==> src/rtl/program_loader.sv <==
// Byte-stream program loader: receives a framed byte stream (A5, N, 4*N data
// bytes, XOR checksum) and writes big-endian 32-bit words into instruction
// memory at addresses 0..N-1. It holds the CPU for the whole load.
module program_loader #(
  parameter int unsigned TIMEOUT_CYCLES = 1000000,
  parameter int unsigned MAX_WORDS      = 32
) (
  input  logic        clk,
  input  logic        reset,
  input  logic        in_valid,
  input  logic [7:0]  in_data,
  output logic        in_ready,
  output logic        imem_we,
  output logic [4:0]  imem_addr,
  output logic [31:0] imem_wdata,
  output logic        cpu_hold,
  output logic        load_done,
  output logic        load_error
);

  localparam int unsigned ADDR_W = 5;
  localparam int unsigned TMO_W  = $clog2(TIMEOUT_CYCLES + 1);
  localparam logic [7:0]  START_BYTE = 8'hA5;
  localparam logic [TMO_W-1:0] TMO_LAST = TMO_W'(TIMEOUT_CYCLES - 1);

  typedef enum logic [2:0] {
    S_IDLE, S_COUNT, S_DATA, S_WRITE, S_CHECK, S_DONE, S_ERROR
  } state_t;

  state_t            state, state_d;
  logic [ADDR_W-1:0] k, k_d;
  logic [ADDR_W-1:0] n_last, n_last_d;
  logic [1:0]        byte_cnt, byte_cnt_d;
  logic [31:0]       word, word_d;
  logic [7:0]        csum, csum_d;
  logic [TMO_W-1:0]  tmo_cnt, tmo_d;
  logic              in_ready_d, imem_we_d, cpu_hold_d, load_done_d, load_error_d;
  logic [ADDR_W-1:0] imem_addr_d;
  logic [31:0]       imem_wdata_d;

  logic        accept;
  logic [31:0] word_shift;
  logic        count_ok;

  assign accept     = in_valid && in_ready;
  assign word_shift = {word[23:0], in_data};
  assign count_ok   = (in_data != 8'd0) && (32'(in_data) <= MAX_WORDS);

  // State and registered outputs; async reset returns everything to idle values
  always_ff @(posedge clk or negedge reset) begin
    if (!reset) begin
      state      <= S_IDLE;
      k          <= '0;
      n_last     <= '0;
      byte_cnt   <= '0;
      word       <= '0;
      csum       <= '0;
      tmo_cnt    <= '0;
      in_ready   <= 1'b1;
      imem_we    <= 1'b0;
      imem_addr  <= '0;
      imem_wdata <= '0;
      cpu_hold   <= 1'b0;
      load_done  <= 1'b0;
      load_error <= 1'b0;
    end else begin
      state      <= state_d;
      k          <= k_d;
      n_last     <= n_last_d;
      byte_cnt   <= byte_cnt_d;
      word       <= word_d;
      csum       <= csum_d;
      tmo_cnt    <= tmo_d;
      in_ready   <= in_ready_d;
      imem_we    <= imem_we_d;
      imem_addr  <= imem_addr_d;
      imem_wdata <= imem_wdata_d;
      cpu_hold   <= cpu_hold_d;
      load_done  <= load_done_d;
      load_error <= load_error_d;
    end
  end

  // Next-state and next-output logic
  always_comb begin
    state_d      = state;
    k_d          = k;
    n_last_d     = n_last;
    byte_cnt_d   = byte_cnt;
    word_d       = word;
    csum_d       = csum;
    tmo_d        = tmo_cnt;
    imem_we_d    = 1'b0;
    imem_addr_d  = imem_addr;
    imem_wdata_d = imem_wdata;
    cpu_hold_d   = cpu_hold;
    load_done_d  = load_done;
    load_error_d = load_error;

    case (state)
      S_IDLE, S_DONE, S_ERROR: begin
        if (accept && in_data == START_BYTE) begin
          state_d      = S_COUNT;
          cpu_hold_d   = 1'b1;
          load_done_d  = 1'b0;
          load_error_d = 1'b0;
          k_d          = '0;
          csum_d       = '0;
          byte_cnt_d   = '0;
          tmo_d        = '0;
        end
      end
      S_COUNT: begin
        if (accept) begin
          tmo_d = '0;
          if (count_ok) begin
            n_last_d   = ADDR_W'(in_data - 8'd1);
            byte_cnt_d = '0;
            state_d    = S_DATA;
          end else begin
            state_d = S_ERROR;
          end
        end else if (tmo_cnt == TMO_LAST) begin
          state_d = S_ERROR;
        end else begin
          tmo_d = tmo_cnt + TMO_W'(1);
        end
      end
      S_DATA: begin
        if (accept) begin
          tmo_d      = '0;
          word_d     = word_shift;
          csum_d     = csum ^ in_data;
          byte_cnt_d = byte_cnt + 2'd1;
          if (byte_cnt == 2'd3) begin
            state_d      = S_WRITE;
            imem_we_d    = 1'b1;
            imem_addr_d  = k;
            imem_wdata_d = word_shift;
          end
        end else if (tmo_cnt == TMO_LAST) begin
          state_d = S_ERROR;
        end else begin
          tmo_d = tmo_cnt + TMO_W'(1);
        end
      end
      S_WRITE: begin
        // Index stops at N-1 so addresses never run past the last word
        if (k == n_last) begin
          state_d = S_CHECK;
        end else begin
          k_d     = k + ADDR_W'(1);
          state_d = S_DATA;
        end
      end
      S_CHECK: begin
        if (accept) begin
          tmo_d = '0;
          if (in_data == csum) begin
            state_d     = S_DONE;
            load_done_d = 1'b1;
            cpu_hold_d  = 1'b0;
          end else begin
            state_d = S_ERROR;
          end
        end else if (tmo_cnt == TMO_LAST) begin
          state_d = S_ERROR;
        end else begin
          tmo_d = tmo_cnt + TMO_W'(1);
        end
      end
      default: state_d = S_IDLE;
    endcase

    if (state_d == S_ERROR) load_error_d = 1'b1;
    in_ready_d = (state_d != S_WRITE);
  end

endmodule
==> config.mk <==
export PLATFORM = sky130hd
export DESIGN_NAME = program_loader
export DESIGN_NICKNAME = d
export VERILOG_FILES = /design/src/rtl/program_loader.sv
export SDC_FILE = /design/constraint.sdc
export NUM_CORES = 1
export LEC_CHECK = 0
export ABC_AREA = 1
export CELL_PAD_IN_SITES_DETAIL_PLACEMENT = 1
export CELL_PAD_IN_SITES_GLOBAL_PLACEMENT = 1
export CORE_MARGIN = 3
export CORE_UTILIZATION = 48
export CTS_BUF_LIST = sky130_fd_sc_hd__clkbuf_4
export DETAILED_ROUTE_END_ITERATION = 10
export PLACE_DENSITY_LB_ADDON = 0.1
export SETUP_SLACK_MARGIN = 0.15
export SYNTH_ARGS = -nofsm -noshare
export SYNTH_HDL_FRONTEND = slang
export SYNTH_SLANG_ARGS = --single-unit
==> constraint.sdc <==
create_clock -name clk -period 2.95 [get_ports clk]
set_input_delay 0.295 -clock clk [delete_from_list [all_inputs] [get_ports clk]]
set_output_delay 0.295 -clock clk [all_outputs]
set_load 0.02 [all_outputs]
# Yosys cells after proc, flatten, opt, wreduce, memory -nomap -nowiden
# Index checks and enable logic that the tools add are counted.
# totals
reg_bits	109
latchBits	0
ramBits	0
rom_bits	0
in_bits	11
elab_cells	102
memories	0
# op_classes
addsub	4
multipliers	0
div_mod_pow	0
n_lt_le_gt_ge	1
eq_ne	21
shifts	0
muxes	38
bitwise	1
reduce_logical	23
# op_table
cell	n
$mux W20	3
$pmux W20 S2	1
$mux W3	8
$add A20 B1 Y20 const B	1
$eq A20 B20 Y1 const B	1
$mux W8	2
$pmux W8 S2	1
$pmux W3 S5	1
$reduce_and A3 Y1	5
$ne A2 B2 Y1 const B	7
$eq A3 B3 Y1 const B	4
$reduce_bool A2 Y1	6
$mux W1	11
$mux W2	5
$mux W5	2
$pmux W5 S2	1
$eq A8 B8 Y1	1
$eq A8 B8 Y1 const B	1
$le A8 B6 Y1 const B	1
$reduce_bool A8 Y1	1
$xor A8 B8 Y8	1
$eq A3 B2 Y1 const B	2
$pmux W2 S3	1
$reduce_or A3 Y1	2
15 further kinds	19

# Longest topological paths before layout
# depth
word_depth	8
ltp_mapped	12
depth_no_buf	12

# Least setup slack after synthesis
# Ideal clock, no wire load.
# synth_path
kind	register -> register
start	register tmo_cnt[0]
end	register tmo_cnt[12]
setup_time_ps	95
t_arrival_ps	1656
setup_slack_ps	1198
stages_incl_launch_ff	9
n_path_buf	1
synth_period_minus_slack_ps	1752
cell_sequence	dfrtp_1 -> ha_1 -> nand3_2 -> nor2_1 -> nand3_4 -> o21ai_4 -> buf_8 -> nand2_2 -> o31ai_1
# synth_between
elab_chain_cells	4
elab_cells_between_ends	7
cone_classes	1 x add/sub; 2 x eq/ne; 3 x mux; 1 x reduce/logical
# synth_rtl
element	line	source
start, declared	36	logic [TMO_W-1:0] tmo_cnt, tmo_d;
start signal, assigned	73	tmo_cnt <= tmo_d;
$add A20 B1 Y20	126, 144, 169	
$mux W20	123, 141, 166	
$mux W20	130	if (accept) begin
$pmux W20 S2	100	case (state)
# Parallel ways exist; a longest one is shown, timed or not. The select of a mux whose other input is x is not followed.
# A chain may end at the register's enable or synchronous reset.

# Worst setup path in the final report
# layout_path
start	register tmo_cnt[0]
end	register tmo_cnt[6]
# Same word-level chain as after synthesis.

==> impl_metrics.yaml <==
status:
  status: "completed"
placement:
  gp_congestion: 0.907
  port_buffers: 52
  dp_hpwl_mm: 10.2
  place_area_um2: 5970
  dp_slack_ps: 597
worst_setup_path:
  crit_cells: 7
  cp_cell_sequence: "ha_1 -> nand3_2 -> nor2_1 -> nand3_4 -> o21ai_4 -> nand2_1 -> o21ai_1"
  arrival_ps: 2740
  r2r_start: "tmo_cnt[0]"
  slowest_delay_ps: 550
  crit_start: "tmo_cnt[0]"
  cpMaxStageDelayCell: "dfrtp_1"
  crit_type: "register to register"
  crit_fanout: 19
  end_kind: "register"
  ff2ff_path_depth: 7
  rr_endpoint: "tmo_cnt[6]"
  reg2reg_slack_ps: 630
  crit_path_end: "tmo_cnt[6]"
  path_delay_family: "simple AND/OR/NAND/NOR gates"
  start_kind: "register"
  critPathBufInv: 0
  required_ps: 3370
final_layout:
  area_growth_pct: 15.4
  drive_gt1_frac: 0.100
  post-route-util: 0.582
  layout.nets: 712
  finalInstanceArea_um2: 6140
  insertedDiodeCount: 0
power:
  p_per_area_nw_per_um2: 735
  p_comb_frac: 0.361
  leakagePower_uw: 0.00284
  p_int_uw: 2700
  clkPwrFrac: 0.190
  irDropWorstVdd_mv: 0.680
  netSwitchingFraction: 0.403
  p_switching_uw: 1820
  seqPwrFrac: 0.449
  total_power_uw: 4520
timing:
  finalWorstPathRequiredPeriod_ps: 2320
  setup_viol: 0
  slew_violations: 0
  fin_skew_ps: 16.7
  tightest_slew_ps: 735
  hold_viol_final: 0
  rsz0062_at_grt: "false"
  fin_setup_tns_ps: 0
  slew_headroom: 0.508
  post-route-period-util: 0.787
  fmaxAchievable_mhz: 431
  fin_ws_ps: 629
synthesis:
  netlist_area_um2: 5320
  yosys.area.top_type: "dfrtp_1"
  synth_cell_types: 34
  post_synth.cell_area_avg_um2: 8.29
  syn-num-nets: 659
  yosys_warnings: 0
  ys_ff_latch: 109
  synth_cells: 642
  synth_area_leaders: "dfrtp_1 51%, nand2_1 13%, o21ai_0 5.6%, inv_1 4.5%, nand4_1 3.4%"
  synth.top_cell.area_share: 0.508
  synth-seq-area-share: 0.513
clock_network:
  cts_resized: 0
  clockRootBuffer: "clkbuf_4"
  cts_buffer_depth: 2
  cts-htree-levels: 3
  numCtsBuffers: 9
  post-cts-setup-buffers: 0
  cts_sinks: 109
  worstSkewPairLatency_ps: 500
  clkSlewWorstSetupHoldPaths_ps: 170
  tritoncts: "built"
route:
  ant_nets: 0
  drc: 0
  drt_iter0_drc: 232
  wl_per_cell_um: 16.5
  firstDrtPassIters: 4
  vias: 4532
  vias_per_cell: 5.42
  routed_wl_mm: 13.8
run:
  maxCapViolCount: 0
global_route:
  antenna_found_initial: 0
  grt_pass1_vias: 4707
  track_usage: 0.237
  grt_pass1_wl_mm: 23.8
  gr-total-overflow: 0
  grt_max_degree: 64
floorplanning:
  start_util: 0.504
  coreArea_um2: 10600
  io_pins: 53
  dieArea_um2: 12400
  rows: 37
  die_h_um: 111
  die_w_um: 111
hold_path:
  hp-class: "input port to asynchronous set/reset pin"
-- power by group through the flow --
stage / Clock [µW] / Combinational [µW] / Sequential (µW)
after global placement: 0 / 1550 / 2040
after CTS: 880 / 1650 / 2030
after global routing: 940 / 1840 / 2070
final: 857 / 1630 / 2030
after floorplan: 0 / 1050 / 2100
after detailed placement: 0 / 1630 / 2060
-- final cells by class --
| type | count | area, µm² |
|---|---|---|
| fillers | 1301 | 4410 |
| inverters | 75 | 282 |
| repair buffers | 60 | 593 |
| multi-input cells | 440 | 2210 |
| clock buffers | 10 | 75.1 |
| well taps | 136 | 170 |
| clock inverters | 6 | 86.3 |
| flip-flops and latches | 109 | 2730 |
-- logic make-up after synthesis --
kind of cell	count (synthesis)	synth area share
buffers and inverters	93	0.0724
AO/OA/AOI/OAI	102	0.103
XOR/XNOR	16	0.0263
flip-flops	109	0.513
adder cells (fa/ha/maj)	6	0.0141
AND/OR/NAND/NOR	316	0.272
-- registers in the layout, summed over array words and instances, names as in the netlist, 2 cells and up --
register and flops:
byte_cnt 2, csum 8, imem_addr 5, imem_wdata 32, k 5, n_last 5, state 3, tmo_cnt 20
word 24
-- what timing repair did --
action	in CTS	in global routing
endpoints found under the setup margin	0	0
endpoints found under the hold margin	46	0
hold buffers	1	0
-- worst min path at each step --
stage                     slack (ps)        endpoint  cells after the start
after floorplan                 -0.6     byte_cnt[0]                      0
after detailed placement         350  imem_wdata[21]                      1
after global routing             330  imem_wdata[14]                      2
after global placement           350  imem_wdata[20]                      1
after CTS                        330  imem_wdata[14]                      2
final                            330  imem_wdata[14]                      2
-- stage by stage --
stage | cells | hold slack (ps)
floorplan | 642 | -0.591
global placement | 819 | 346
detailed placement | 819 | 354
CTS | 836 | 330
global route | 836 | 331
finish | 836 | 331
-- layout by cell type, fill, tap and decap left out, types with 5 or more instances in the layout --
cell,instances
clkbuf_4,10
nand3_1,31
nand2_2,16
dfrtp_1,108
o21ai_0,60
nand4_1,29
inv_2,11
buf_4,7
nor2_1,37
xor2_1,14
nand2_1,182
clkdlybuf4s50_1,51
o21ai_1,29
inv_1,64
ha_1,6
nor3_1,5
-- cell usage after synthesis (all sizes together) --
library cell	instances
nand2	200
dfrtp	108
o21ai	92
inv	75
nor2	44
nand3	35
nand4	29
xor2	14
buf	10
clkbuf	8
ha	6
nor3	5
a21o	3
a21oi	3
o31ai	3
or2	3
xnor2	2
dfstp	1
o211ai	1
-- per-layer routing --
layer / global-route usage / part of all wire / wire length [µm]
met1: 0.325 / 0.47 / 6460
met2: 0.383 / 0.48 / 6650
met3: 0.0491 / 0.037 / 513
met4: 0.0657 / 0.015 / 208
met5: 0 / 0 / 0
Power figures use the tool's default switching activity.
